### src/rtl/bin2bcd_seq.sv
// Sequential binary-to-BCD converter (double dabble), one input bit per clock.
// Feeds the hex display so a binary value is shown as decimal digits.
module bin2bcd_seq #(
   parameter int unsigned WIDTH  = 16,
   parameter int unsigned DIGITS = 4
) (
   input  logic                clk,
   input  logic                rst_n,
   input  logic [WIDTH-1:0]    i_data,
   input  logic                i_valid,
   output logic                o_ready,
   output logic [4*DIGITS-1:0] o_bcd,
   output logic                o_ovf,
   output logic                o_done
);

   localparam int unsigned BCD_W = 4 * DIGITS;
   localparam int unsigned CNT_W = $clog2(WIDTH + 1);

   typedef enum logic [1:0] {
      IDLE = 2'd0,
      CONV = 2'd1,
      DONE = 2'd2
   } state_t;

   state_t             state_q;
   logic [WIDTH-1:0]   bin_q;
   logic [BCD_W-1:0]   bcd_q;
   logic [CNT_W-1:0]   cnt_q;
   logic               ovf_q;

   logic [BCD_W-1:0]   bcd_adj;
   logic [BCD_W-1:0]   bcd_nxt;
   logic [WIDTH-1:0]   bin_nxt;
   logic               ovf_bit;

   assign o_ready = (state_q == IDLE);

   // Add-3 on every digit >= 5, then shift one binary bit into the BCD register.
   always_comb begin
      bcd_adj = bcd_q;
      for (int unsigned k = 0; k < DIGITS; k++) begin
         if (bcd_q[4*k +: 4] >= 4'd5) begin
            bcd_adj[4*k +: 4] = bcd_q[4*k +: 4] + 4'd3;
         end
      end
      bcd_nxt = {bcd_adj[BCD_W-2:0], bin_q[WIDTH-1]};
      bin_nxt = {bin_q[WIDTH-2:0], 1'b0};
      // Anything leaving the top digit means the value needs more than DIGITS digits.
      ovf_bit = bcd_adj[BCD_W-1];
   end

   always_ff @(posedge clk or negedge rst_n) begin
      if (!rst_n) begin
         state_q <= IDLE;
         bin_q   <= '0;
         bcd_q   <= '0;
         cnt_q   <= '0;
         ovf_q   <= 1'b0;
         o_bcd   <= '0;
         o_ovf   <= 1'b0;
         o_done  <= 1'b0;
      end else begin
         o_done <= 1'b0;
         case (state_q)
            IDLE: begin
               if (i_valid) begin
                  bin_q   <= i_data;
                  bcd_q   <= '0;
                  ovf_q   <= 1'b0;
                  cnt_q   <= CNT_W'(WIDTH);
                  state_q <= CONV;
               end
            end
            CONV: begin
               bin_q <= bin_nxt;
               bcd_q <= bcd_nxt;
               ovf_q <= ovf_q | ovf_bit;
               cnt_q <= cnt_q - CNT_W'(1);
               if (cnt_q == CNT_W'(1)) begin
                  state_q <= DONE;
               end
            end
            DONE: begin
               o_bcd   <= bcd_q;
               o_ovf   <= ovf_q;
               o_done  <= 1'b1;
               state_q <= IDLE;
            end
            default: state_q <= IDLE;
         endcase
      end
   end

endmodule

### config.mk
export PLATFORM = sky130hd
export DESIGN_NAME = bin2bcd_seq
export DESIGN_NICKNAME = d
export VERILOG_FILES = /design/src/rtl/bin2bcd_seq.sv
export SDC_FILE = /design/constraint.sdc
export NUM_CORES = 1
export LEC_CHECK = 0
export BUFFER_PORTS_ARGS = -buffer_cell sky130_fd_sc_hd__buf_4
export CORE_MARGIN = 1
export CORE_UTILIZATION = 62
export DETAILED_ROUTE_END_ITERATION = 12
export GPL_TIMING_DRIVEN = 0
export PLACE_DENSITY = 0.88
export SLEW_MARGIN = 20
export SYNTH_ARGS = -nofsm -noshare
export SYNTH_HDL_FRONTEND = slang
export SYNTH_SLANG_ARGS = --single-unit
### constraint.sdc
create_clock -name clk -period 2.4 [get_ports clk]
set_input_delay 0.12 -clock clk [delete_from_list [all_inputs] [get_ports clk]]
set_output_delay 0.12 -clock clk [all_outputs]
set_load 0.01 [all_outputs]
======== After elaboration in Yosys (flattened, before gate mapping) ========
Cells that the tools add are included.
operators by class
  bitwise operators ....................... 1
  reductions and logical operators ........ 4
  order comparisons ....................... 4
  eq/ne operators ......................... 5
  $add $sub $neg .......................... 5
  mux-type cells .......................... 16
operators by type and width
  operator             number
  $pmux 16 s2          2
  $mux 16              2
  $add 4x2->4 const B  4
  $ge 4x3->1 const B   4
  $mux 4               4
  $pmux 5 s2           1
  $eq 5x1->1 const B   1
  $mux 5               1
  $sub 5x1->5 const B  1
  $mux 2               2
  $ne 2x2->1 const B   2
  $pmux 2 s2           1
  $reduce_and 2->1     2
  $eq 2x1->1 const B   1
  $eq 2x2->1 const B   1
  $logic_not 2->1      1
  $mux 1               2
  $pmux 1 s2           1
  $reduce_bool 2->1    1
  $or 1x1->1           1
storage, ports and cells
  flip-flop bits (word level) ............. 58

======== Longest topological paths before layout ========
Gate-level depths: netlist of run 1.
  depth in word-level cells ............... 4
  gate-level depth with buffers ........... 5
  mapped depth without buffers ............ 5

======== Least setup slack after synthesis of run 1 ========
OpenSTA, ideal clock, no wires.
  kind .................................... flip-flop to flip-flop
  start point ............................. register bcd_q[12]
  end point ............................... register ovf_q
  arrival ................................. 1.198 ns
  clock period less this slack ............ 1.294 ns
  library setup time ...................... 0.095 ns
  setup slack ............................. 1.106 ns
  cell stages (with the launch flop) ...... 6
  path through ............................ dfrtp_1 > inv_1 > ha_1 > nor2b_1 > o21a_1 > o31ai_1
between the ends
  longest elaborated chain between the ends .. 4
  elaborated cells between the ends (all ways) .. 5
  those cells by class .................... add/sub (1); order compare (1); mux (2); bitwise (1)
ends and longest elaborated chain
  element                                    RTL line  source
  start, declared                            28        logic [BCD_W-1:0] bcd_q;
  start signal, assigned                     77        bcd_q <= bcd_nxt;
  $add 4x2->4 or $ge 4x3->1 (tied branches)  44, 43
  $mux 4 *                                   43        if (bcd_q[4*k +: 4] >= 4'd5) begin
  $or 1x1->1 *                               78        ovf_q <= ovf_q | ovf_bit;
  $pmux 1 s2 *                               65        case (state_q)
  end signal, assigned                       78
  end, declared                              30        logic ovf_q;
Every way passes the cells marked *; elsewhere a longest branch is shown, timed or not.
A chain may end at the register's enable or synchronous reset.

======== Final worst setup path of run 1 ========
  start point ............................. register state_q[0]
  end point ............................... output o_ready
between the ends
  longest elaborated chain between the ends .. 1
ends and longest elaborated chain
  element                 RTL line  source
  start, declared         26        state_t state_q;
  start signal, assigned  55        state_q <= IDLE;
  start signal, assigned  72        state_q <= CONV;
  start signal, assigned  81        state_q <= DONE;
  $logic_not 2->1         37        assign o_ready = (state_q == IDLE);
  end, declared           11        output logic o_ready,
Every way passes these cells.

==> results of run 1 <==
[stage by stage]
step / power (mW) / setup slack (ns) / instances
floorplan: 2.740 / 1.106 / 281
global placement: 3.126 / 0.9537 / 369
detailed placement: 3.227 / 0.9514 / 369
CTS: 4.212 / 0.8734 / 386
global route: 4.503 / 0.7893 / 386
finish: 4.213 / 0.8847 / 386
[cells in the final DEF, fill, tap and decap left out, types with 2 or more instances in the layout]
cell type,count
sky130_fd_sc_hd__inv_1,20
sky130_fd_sc_hd__o31ai_1,5
sky130_fd_sc_hd__o21a_1,4
sky130_fd_sc_hd__a21oi_1,15
sky130_fd_sc_hd__o32ai_1,3
sky130_fd_sc_hd__clkbuf_1,4
sky130_fd_sc_hd__ha_1,10
sky130_fd_sc_hd__buf_4,41
sky130_fd_sc_hd__o221ai_2,4
sky130_fd_sc_hd__dfrtp_1,58
sky130_fd_sc_hd__buf_2,5
sky130_fd_sc_hd__o211ai_1,4
sky130_fd_sc_hd__o21ai_0,24
sky130_fd_sc_hd__nand2b_1,5
sky130_fd_sc_hd__xnor2_1,4
sky130_fd_sc_hd__o21ai_1,14
sky130_fd_sc_hd__buf_6,4
sky130_fd_sc_hd__a32o_1,5
sky130_fd_sc_hd__nand2_1,43
sky130_fd_sc_hd__clkbuf_8,13
sky130_fd_sc_hd__o2111ai_1,8
sky130_fd_sc_hd__nor2_1,2
sky130_fd_sc_hd__and3b_1,15
sky130_fd_sc_hd__nor2b_1,4
[logic make-up (layout without fill, tap and decap cells)]
logic type / Yosys count / in the layout / share of synthesized area
AO/OA/AOI/OAI: 91 / 91 / 0.2154
multiplexers: 2 / 2 / 0.007293
adder cells (fa/ha/maj): 10 / 10 / 0.04290
AND/OR/NAND/NOR: 78 / 78 / 0.1510
buffers and inverters: 38 / 91 / 0.07379
XOR/XNOR: 4 / 4 / 0.01201
flip-flops: 58 / 58 / 0.4976
[power by group through the flow]
stage | Combinational, mW | Clock (mW) | Sequential (mW)
after detailed placement | 1.68 | 0 | 1.55
after floorplan | 1.21 | 0 | 1.53
final | 1.71 | 0.966 | 1.54
after global placement | 1.60 | 0 | 1.53
after global routing | 1.91 | 1.01 | 1.58
after CTS | 1.70 | 0.973 | 1.53
[final timing paths]
check | startpoint | to | slack [ns] | cells past startpoint
worst max register to register | bcd_q[12] | ovf_q | 0.90 | 5
min in group asynchronous | rst_n | o_bcd[6] | 0.37 | 2
worst max-delay path | state_q[0] | o_ready | 0.88 | 4
worst min register to register | o_bcd[0] | o_bcd[0] | 0.48 | 2
max in group asynchronous | rst_n | bin_q[4] | 1.54 | 2
worst min-delay path | i_data[0] | bin_q[0] | 0.03 | 2
[state kept, by name, indices dropped and copies added (netlist names)]
register / cells
bcd_q: 16
bin_q: 16
o_bcd: 16
cnt_q: 5
state_q: 2
o_done: 1
o_ovf: 1
ovf_q: 1
[routing by layer]
| metal | vias up | share of wire | GRT usage |
|---|---|---|---|
| met3 | 11 | 0.047 | 0.07977 |
| met2 | 62 | 0.48 | 0.4401 |
| li1 | 1099 | - | - |
| met5 | - | 0 | 0 |
| met1 | 1136 | 0.45 | 0.4116 |
| met4 | 0 | 0.018 | 0.1022 |
[area by class of cell]
| type | count | area (sq um) | area share |
|---|---|---|---|
| flip-flops and latches | 58 | 1451 | 0.4173 |
| multi-input cells | 185 | 1250 | 0.3594 |
| inverters | 20 | 75.07 | 0.02158 |
| clock inverters | 1 | 30.03 | 0.008633 |
| clock buffers | 15 | 186.4 | 0.05360 |
| plain buffers | 18 | 140.1 | 0.04029 |
| well taps | 52 | 65.06 | 0.01871 |
| repair buffers | 37 | 280.3 | 0.08058 |
[what timing repair did]
| item | 4_1_cts | 5_1_grt |
|---|---|---|
| hold buffers | 1 | 0 |
| hold endpoints to repair | 58 | 0 |
| endpoints found under the setup margin | 0 | 0 |
[synthesized netlist by cell type (3+ instances only)]
library cell | number | share of area
sky130_fd_sc_hd__o2111ai_1 | 8 | 0.024
sky130_fd_sc_hd__buf_6 | 4 | 0.015
sky130_fd_sc_hd__a32o_1 | 5 | 0.017
sky130_fd_sc_hd__o21a_1 | 4 | 0.010
sky130_fd_sc_hd__o21ai_0 | 24 | 0.041
sky130_fd_sc_hd__buf_2 | 5 | 0.0086
sky130_fd_sc_hd__nand2_1 | 43 | 0.055
sky130_fd_sc_hd__o221ai_2 | 4 | 0.021
sky130_fd_sc_hd__o21ai_1 | 14 | 0.024
sky130_fd_sc_hd__o211ai_1 | 4 | 0.010
sky130_fd_sc_hd__nor2b_1 | 4 | 0.0086
sky130_fd_sc_hd__dfrtp_1 | 58 | 0.50
sky130_fd_sc_hd__inv_1 | 20 | 0.026
sky130_fd_sc_hd__a21oi_1 | 15 | 0.026
sky130_fd_sc_hd__o31ai_1 | 5 | 0.013
sky130_fd_sc_hd__buf_4 | 5 | 0.013
sky130_fd_sc_hd__ha_1 | 10 | 0.043
sky130_fd_sc_hd__o32ai_1 | 3 | 0.0090
sky130_fd_sc_hd__and3b_1 | 15 | 0.045
sky130_fd_sc_hd__xnor2_1 | 4 | 0.012
sky130_fd_sc_hd__nand2b_1 | 5 | 0.011
[worst max-delay path, stage by stage (launching register included)]
cell	delay, ns
sky130_fd_sc_hd__dfrtp_1	0.38
sky130_fd_sc_hd__buf_4	0.19
sky130_fd_sc_hd__buf_4	0.18
sky130_fd_sc_hd__nor2_1	0.15
sky130_fd_sc_hd__buf_4	0.16
==> key figures, run 1 <==
Power
  • Leakage power: 1.696 nW
  • Clock Power Share: 0.229
  • Gate power share: 0.405
  • Cell Int Power: 2.682 mW
  • Switching share of power: 0.3634
  • Power density normalized to cell area: 1211 nW/um^2
  • IR drop worst, VDD: 0.6544 mV
  • Reported net switching power: 1.531 mW
  • Sequential group share of total power: 0.365

Worst setup path
  • Signal arrival time at the worst endpoint: about 1.4 ns
  • Worst setup SP type: register
  • Type of the worst setup path: register to output port
  • Largest fanout of any net on the critical path: 10
  • Critical path capture point type: output port
  • Req. time, crit path: around 2.3 ns

Placed design
  • Number of port buffers: 36
  • Post-detail-place hpwl: 4138 microns
  • Post-DP Area: 3252 sq um
  • Global placement routability congestion: ~0.86

Layout
  • Finished layout cell area: 3478 sq um
  • Antenna diode instance count: 0
  • Share of layout cells above drive strength 1: 0.2365
  • Layout overhead on the synthesized area: 19.26%
  • Number of inserted filler cells in the final layout: 278
  • Final #Nets: 358
  • Utilization after layout: 0.7827

Clocking
  • Level count of the clock H-tree: 3
  • Post-CTS resize count: 0
  • Clk pin slew, worst setup/hold paths: 0.06 ns
  • # clock sinks: between 50 and 60
  • Buffers inserted during post-CTS setup optimization: 0
  • TritonCTS clock tree: yes
  • Number of buffers created by CTS: 9
  • Maximum buffer depth of the clock tree: 2
  • Insertion delay of the later-clocked pin in the worst-skew pair: 0.34 ns
  • Clock Root Buffer: sky130_fd_sc_hd__clkbuf_8

Floorplan
  • Height of the die: 70.59 microns
  • DIE AREA: 4982 sq um
  • Initial cell density of the core: 0.6563
  • Count of standard-cell rows: 24
  • Number of top-level design ports: 38
  • Placeable core region: 4444 sq um
  • Horizontal die dimension: 70.59 microns

STA
  • Total count of max-transition violations in the final report: 0
  • Setup TNS: 0 ns
  • Slew of the pin with the lowest slew margin: slightly above 0.7 ns
  • Max Fclk: 659.9 MHz
  • Shortest clock period the worst path allows after layout: ~1.5 ns
  • Unrepaired setup endpoints after global routing: false
  • Worst hold margin: 0.03149 ns
  • Final count of negative-setup-slack endpoints: 0
  • Fin crit share: 0.6314
  • Fin. Hold Viols: 0
  • Post-Route Skew: 0.008800 ns
  • Max-slew headroom: 0.5207

Route
  • Total via count after detailed routing: approximately 2300
  • 1st-iter DRT viols: between 200 and 250
  • Final routed wirelength across all metal layers: 6324 microns
  • Routed length per instance: 16.38 microns
  • Antenna viol nets, final: 0
  • Number of remaining DRC errors: 4
  • Number of iterations in the first detailed-routing pass: 8
  • Via density: 5.979

Synth
  • Cell variety after synth: 41
  • Cells after Synth: 281
  • Net count after synthesis: 310
  • Number of register bits inferred by synthesis: 58
  • Mapped Avg Cell Area: 10.38 sq um
  • Post-synthesis sequential area ratio: 0.4976
  • Synthesis warning total: 0
  • Synth async-reset ratio: 1.000
  • Primary FF master, synth: sky130_fd_sc_hd__dfrtp_1
  • Count of flip-flops with a built-in enable after synthesis: 0
  • Cell area after technology mapping: 2917 sq um

Global route
  • Number of antenna violations at the first check in global routing: 0
  • First-pass GRT wire length: around 11000 microns
  • Vias in the first global route: 2263
  • Remaining Overflow, GRT: 0
  • Maximum number of pins on one net before global-route repair: around 60
  • All-layer global routing usage: 0.2913

Run status
  • Status: finished, violations left
  • Failing checks: design-rule violations

Min path
  • Min-Delay Path Class: input pin to register

Job
  • Number of max-cap violations: 0
Power figures use the tool's default switching activity.
==> inputs of run 2 (changes only) <==
- CORE_UTILIZATION: 62 -> 57
- PLACE_DENSITY: 0.88 -> 0.82
- clock period: 2.4 -> 1.4 ns (I/O delays scaled with it)
==> run 2 against run 1 <==
The run now ends clean. Power is 70% higher. Sequential cell count stayed put. Register-to-register slack worse by 0.87 ns. Routed wire length is 0.81% higher. Clock-buffer cell count is 2 lower. Setup slack worse by 0.85 ns. Cell count is 5.2% higher. Critical path type is now register to register. Critical endpoint is now bcd_q[11]. Highest routed layer unchanged.
==> key figures, run 2 (synthesized netlist as in run 1, its figures left out) <==
Clocking
  • Insertion delay of the later-clocked pin in the worst-skew pair: 0.33 ns (about the same)
  • Level count of the clock H-tree: 3 (unchanged)
  • Maximum buffer depth of the clock tree: 2 (unchanged)
  • Number of buffers created by CTS: 9 (unchanged)
  • # clock sinks: 58 (unchanged)
  • Clock Root Buffer: sky130_fd_sc_hd__clkbuf_8
  • TritonCTS clock tree: yes
  • Clk pin slew, worst setup/hold paths: 0.06 ns (about the same)

Run status
  • Status: finished clean

Route
  • Routed length per instance: 15.70 microns (-4.2%)
  • Antenna viol nets, final: 0 (unchanged)
  • Final routed wirelength across all metal layers: 6375 microns (+0.81%)
  • Number of remaining DRC errors: 0 (-4)
  • Via density: 5.707 (-4.6%)
  • 1st-iter DRT viols: 176 (-28%)
  • Number of iterations in the first detailed-routing pass: 4 (-4)
  • Total via count after detailed routing: 2317 (+0.39%)

Layout
  • Utilization after layout: 0.7457 (-0.03694)
  • Highest-count cells in the layout ignoring fill and taps: 57 x sky130_fd_sc_hd__dfrtp_1, 46 x sky130_fd_sc_hd__buf_4, 43 x sky130_fd_sc_hd__nand2_1, 24 x sky130_fd_sc_hd__o21ai_0
  • Most common library cell in the layout ignoring fill and taps: sky130_fd_sc_hd__dfrtp_1
  • Largest registers ranked by flip-flop count: bcd_q x16, bin_q x16, o_bcd x16
  • Non-filler instance count after layout: 406 (+5.2%)
  • Final #Nets: 366 (+2.2%)
  • Layout overhead on the synthesized area: 23.17%
  • Antenna diode instance count: 0 (unchanged)
  • Share of layout cells above drive strength 1: 0.3038 (+0.06731)
  • Finished layout cell area: 3592 sq um (+3.3%)

Power
  • Gate power share: 0.451 (+0.046)
  • Cell Int Power: 4.511 mW (+68%)
  • Switching share of power: 0.3712 (+0.007840)
  • Reported net switching power: 2.663 mW (+74%)
  • IR drop worst, VDD: 1.466 mV (+120%)
  • Sequential group share of total power: 0.367 (+0.002)
  • Leakage power: 1.737 nW (+2.4%)
  • Power density normalized to cell area: 1997 nW/um^2 (+65%)
  • Clock Power Share: 0.182 (-0.047)
  • Final Total Pwr: 7.174 mW (+70%)

STA
  • Total count of max-transition violations in the final report: 0 (unchanged)
  • Shortest clock period the worst path allows after layout: 1.369 ns
  • Final count of negative-setup-slack endpoints: 0 (unchanged)
  • Max-slew headroom: 0.5196 (-0.001114)
  • Unrepaired setup endpoints after global routing: true
  • Slew of the pin with the lowest slew margin: 0.7206 ns (+0.001672 ns)
  • Post-Route Skew: 0.004394 ns (-0.004405 ns)
  • Setup TNS: 0 ns (unchanged)
  • Fin. Hold Viols: 0 (unchanged)
  • Max Fclk: 730.6 MHz
  • Fin crit share: 0.9777

Global route
  • All-layer global routing usage: 0.2583 (-0.03302)
  • Remaining Overflow, GRT: 0 (unchanged)
  • Maximum number of pins on one net before global-route repair: 59 (unchanged)
  • First-pass GRT wire length: 10330 microns (-6.8%)
  • Vias in the first global route: 2227 (-1.6%)
  • Number of antenna violations at the first check in global routing: 0 (unchanged)

Placed design
  • Global placement routability congestion: 0.8569 (about the same)
  • Post-detail-place hpwl: 4148 microns (+0.24%)
  • Number of instances in the placed design: 384 (+4.1%)
  • Post-DP Area: 3271 sq um (+0.58%)
  • Number of port buffers: 36 (unchanged)

Floorplan
  • Placeable core region: 4817 sq um (+8.4%)
  • Horizontal die dimension: 73.53 microns (+4.2%)
  • DIE AREA: 5407 sq um (+8.5%)
  • Number of top-level design ports: 38 (unchanged)
  • Height of the die: 73.53 microns (+4.2%)
  • Initial cell density of the core: 0.6055 (-0.05080)
  • Count of standard-cell rows: 25 (+4.2%)

Worst setup path
  • Type of the worst setup path: register to register
  • CP max stage cell: sky130_fd_sc_hd__dfrtp_1
  • Largest fanout of any net on the critical path: 10 (unchanged)
  • Critical Path Most Common Cell: sky130_fd_sc_hd__buf_6
  • Critical path capture point type: register
  • Cell-by-cell listing of the critical path: buf_6 > buf_4 > nand2b_4 > buf_6 > o31ai_1 > a32o_1
  • Max stage delay on crit path: 0.38 ns (about the same)
  • Signal arrival time at the worst endpoint: 1.63 ns (+0.23 ns)
  • Req. time, crit path: 1.67 ns (-0.61 ns)
  • Worst setup SP type: register

Job
  • Number of max-cap violations: 0 (unchanged)

Min path
  • Min-Delay Path Class: input pin to register
run 2: cell count changes in the layout (fill, tap and decap cells not counted), sizes merged:
cell | before | now
dlygate4sd3 | 1 | 2
clkbuf | 18 | 16
bufinv | 1 | 0
buf | 51 | 58
run 2: layout make-up:
class,instances,area [sq um]
buffer,18,148.9
clock buffer,13,158.9
fill,333,1225
inverter,20,75.07
multi-input combinational,185,1330
sequential,58,1453
tap,67,83.83
timing repair buffer,45,342.8
run 2: path summary, 6_finish.rpt:
path,endpoint,startpoint,cells past startpoint,slack [ns]
min reg2reg,cnt_q[3],cnt_q[3],1,0.48
max,bcd_q[11],state_q[0],6,0.03
max reg2reg,bcd_q[11],state_q[0],6,0.03
max in group asynchronous,state_q[1],rst_n,2,0.53
min,bin_q[7],i_data[7],4,0.13
min in group asynchronous,o_bcd[15],rst_n,2,0.34
run 2: timing repair:
| item | CTS | global route |
|---|---|---|
| endpoints found under the setup margin | 13 | 23 |
| endpoints found under the hold margin | 59 | 0 |
| hold buffers | 2 | 0 |
| setup buffers | 5 | 2 |
| pin swaps | 2 | 4 |
| resized for setup | 9 | 20 |
run 2: power by group through the flow:
| stage | clock, mW | combinational, mW | sequential (mW) |
|---|---|---|---|
| floorplan | 0 | 2.07 | 2.62 |
| global placement | 0 | 2.75 | 2.62 |
| detailed placement | 0 | 2.86 | 2.65 |
| CTS | 1.32 | 3.02 | 2.61 |
| global route | 1.40 | 3.54 | 2.70 |
| finish | 1.31 | 3.23 | 2.64 |
run 2: routing by layer:
metal,part of all wire,GRT usage,wire (microns),vias up
met4,0.020,0.1132,125,0
met5,0,0,0,-
met1,0.46,0.3458,2954,1150
li1,-,-,-,1110
met2,0.49,0.3996,3103,46
met3,0.030,0.06447,192,11
run 2: critical path: cells and delay by family (launching register included):
family                 cells  cell delay [ns]
AND/OR/NAND/NOR            1             0.06
flip-flops                 1             0.38
buffers and inverters      3             0.44
AO/OA/AOI/OAI              2             0.43
run 2: stage by stage:
stage	hold slack [ns]	setup slack, ns
floorplan	-0.2256	0.1063
global placement	0.1713	-0.04743
detailed placement	0.1774	-0.04862
CTS	0.1251	0.001089
global route	0.1507	-0.01596
finish	0.1326	0.03126
==> inputs of run 3 (changes only) <==
- CELL_PAD_IN_SITES_DETAIL_PLACEMENT: default -> 1
- CELL_PAD_IN_SITES_GLOBAL_PLACEMENT: default -> 2
- CORE_UTILIZATION: 57 -> 37
==> run 3 against run 2 <==
Clock skew grew 0.0085 ns. Combinational power grew 4%. Setup slack gained 0.029 ns. Highest routed layer unchanged. Critical path type unchanged. Critical endpoint is now bcd_q[1]. Final area grew 3.4%.
==> key figures, run 3 (synthesized netlist as in run 1, its figures left out) <==
Worst setup path
  • Max stage delay on crit path: 0.39 ns (about the same)
  • Type of the worst setup path: register to register
  • Worst setup SP type: register
  • Cell-by-cell listing of the critical path: buf_4 > ha_1 > nor2b_4 > o21a_1 > o221ai_2
  • Largest fanout of any net on the critical path: 3 (-7)
  • Signal arrival time at the worst endpoint: 1.54 ns (-0.09 ns)
  • CP max stage cell: sky130_fd_sc_hd__dfrtp_1
  • Critical path capture point type: register
  • Req. time, crit path: 1.61 ns (-0.06 ns)

Power
  • Power density normalized to cell area: 2033 nW/um^2 (+1.8%)
  • Leakage power: 1.780 nW (+2.5%)
  • Reported net switching power: 2.809 mW (+5.5%)
  • Switching share of power: 0.3720 (+0.0007822)
  • Cell Int Power: 4.742 mW (+5.1%)
  • Sequential group share of total power: 0.349 (-0.018)
  • Gate power share: 0.445 (-0.006)
  • IR drop worst, VDD: 0.8054 mV (-45%)
  • Clock Power Share: 0.206 (+0.024)
  • Final Total Pwr: 7.551 mW (+5.2%)

Route
  • Total via count after detailed routing: 2324 (+0.30%)
  • Number of iterations in the first detailed-routing pass: 4 (unchanged)
  • Final routed wirelength across all metal layers: 7024 microns (+10%)
  • 1st-iter DRT viols: 126 (-28%)
  • Routed length per instance: 15.78 microns (+0.52%)
  • Via density: 5.222 (-8.5%)
  • Number of remaining DRC errors: 0 (unchanged)
  • Antenna viol nets, final: 0 (unchanged)

Min path
  • Min-Delay Path Class: input pin to register

Floorplan
  • Height of the die: 90.79 microns (+23%)
  • Placeable core region: 7687 sq um (+60%)
  • Number of top-level design ports: 38 (unchanged)
  • Count of standard-cell rows: 32 (+28%)
  • Initial cell density of the core: 0.3794 (-0.2261)
  • DIE AREA: 8242 sq um (+52%)
  • Horizontal die dimension: 90.79 microns (+23%)

Clocking
  • Clock Root Buffer: sky130_fd_sc_hd__clkbuf_8
  • TritonCTS clock tree: yes
  • Level count of the clock H-tree: 3 (unchanged)
  • Number of buffers created by CTS: 9 (unchanged)
  • # clock sinks: 58 (unchanged)
  • Maximum buffer depth of the clock tree: 2 (unchanged)
  • Clk pin slew, worst setup/hold paths: 0.07 ns (about the same)
  • Insertion delay of the later-clocked pin in the worst-skew pair: 0.34 ns (about the same)

Layout
  • Final #Nets: 367 (+0.27%)
  • Number of inserted filler cells in the final layout: 873 (+160%)
  • Most common library cell in the layout ignoring fill and taps: sky130_fd_sc_hd__dfrtp_1
  • Layout overhead on the synthesized area: 27.37%
  • Antenna diode instance count: 0 (unchanged)
  • Highest-count cells in the layout ignoring fill and taps: 57 x sky130_fd_sc_hd__dfrtp_1, 45 x sky130_fd_sc_hd__buf_4, 43 x sky130_fd_sc_hd__nand2_1, 24 x sky130_fd_sc_hd__o21ai_0
  • Largest registers ranked by flip-flop count: bcd_q x16, bin_q x16, o_bcd x16
  • Share of layout cells above drive strength 1: 0.3236 (+0.01978)

Run status
  • Status: finished clean

STA
  • Unrepaired setup endpoints after global routing: true
  • Post-Route Skew: 0.01288 ns (+0.008491 ns)
  • Final worst slack: 0.06061 ns (+0.02935 ns)
  • Total count of max-transition violations in the final report: 0 (unchanged)
  • Setup TNS: 0 ns (unchanged)
  • Final count of negative-setup-slack endpoints: 0 (unchanged)
  • Fin crit share: 0.9567 (-0.02096)
  • Slew of the pin with the lowest slew margin: 0.7410 ns (+0.02034 ns)
  • Fin. Hold Viols: 0 (unchanged)
  • Max Fclk: 746.6 MHz (+2.2%)
  • Shortest clock period the worst path allows after layout: 1.339 ns (-0.02935 ns)
  • Max-slew headroom: 0.5060 (-0.01356)

Global route
  • Maximum number of pins on one net before global-route repair: 59 (unchanged)
  • First-pass GRT wire length: 12090 microns (+17%)
  • Number of antenna violations at the first check in global routing: 0 (unchanged)
  • All-layer global routing usage: 0.1887 (-0.06963)
  • Vias in the first global route: 2365 (+6.2%)
  • Remaining Overflow, GRT: 0 (unchanged)

Placed design
  • Post-detail-place hpwl: 4705 microns (+13%)
  • Number of port buffers: 36 (unchanged)
  • Pre-CTS setup slack: -0.07704 ns (-0.02841 ns)
  • Global placement routability congestion: 0.7670 (-10%)

Job
  • Number of max-cap violations: 0 (unchanged)
-- run 3: cell types whose count changed in the layout (fill, tap and decap cells not counted), sizes merged --
cell,before,now
buf,58,59
clkbuf,16,14
bufinv,0,1
clkinv,0,4
-- run 3: cell type report --
class / instances / area [sq um] / share of cell area
clock inverters: 5 / 53.80 / 0.01448
plain buffers: 18 / 158.9 / 0.04278
clock buffers: 11 / 141.4 / 0.03806
repair buffers: 46 / 362.8 / 0.09768
well taps: 102 / 127.6 / 0.03435
flip-flops and latches: 58 / 1453 / 0.3910
multi-input cells: 185 / 1343 / 0.3614
inverters: 20 / 75.07 / 0.02021
-- run 3: metrics by stage --
step	cell area [sq um]	hold WS, ns	cells	util
after floorplan	2917	-0.2256	281	-
after global placement	3314	0.1923	419	0.4312
after detailed placement	3314	0.1934	419	0.4312
after CTS	3636	0.1177	444	0.4730
after global routing	3715	0.1315	445	0.4832
final	3715	0.1248	445	0.4832
-- run 3: path summary, 6_finish.rpt --
kind,start,end,slack [ns],cells after the start
worst max register to register,bcd_q[0],bcd_q[1],0.06,5
worst min-delay path,i_data[6],bin_q[6],0.12,4
worst max-delay path,bcd_q[0],bcd_q[1],0.06,5
max in group asynchronous,rst_n,state_q[1],0.54,2
min in group asynchronous,rst_n,o_bcd[9],0.34,2
worst min register to register,o_bcd[1],o_bcd[1],0.48,2
-- run 3: worst max-delay path, delay by kind of cell (launching register included) --
family          cells  cell delay, ns
buf+inv             1            0.15
flops               1            0.39
compound gates      2            0.33
fa+ha+maj           1            0.22
simple gates        1            0.13
-- run 3: timing repair --
| action | 4_1_cts | 5_1_grt |
|---|---|---|
| cloned | 0 | 0 |
| endpoints found under the hold margin | 59 | 0 |
| pin swaps | 3 | 3 |
| setup buffers | 7 | 1 |
| resized for setup | 14 | 22 |
| endpoints found under the setup margin | 13 | 36 |
| hold buffers | 2 | 0 |
-- run 3: power by group through the flow --
stage               logic, mW  registers, mW  clock network, mW
floorplan                2.07           2.62                  0
global placement         2.83           2.63                  0
detailed placement       2.93           2.67                  0
CTS                      3.20           2.63               1.60
global route             3.74           2.71               1.69
finish                   3.36           2.63               1.55
-- run 3: layer usage --
metal	vias up	track usage	wire length (microns)
met3	12	0.03535	172
met4	0	0.08730	149
met2	35	0.2847	3293
li1	1112	-	-
met1	1165	0.2614	3408
met5	-	0	0
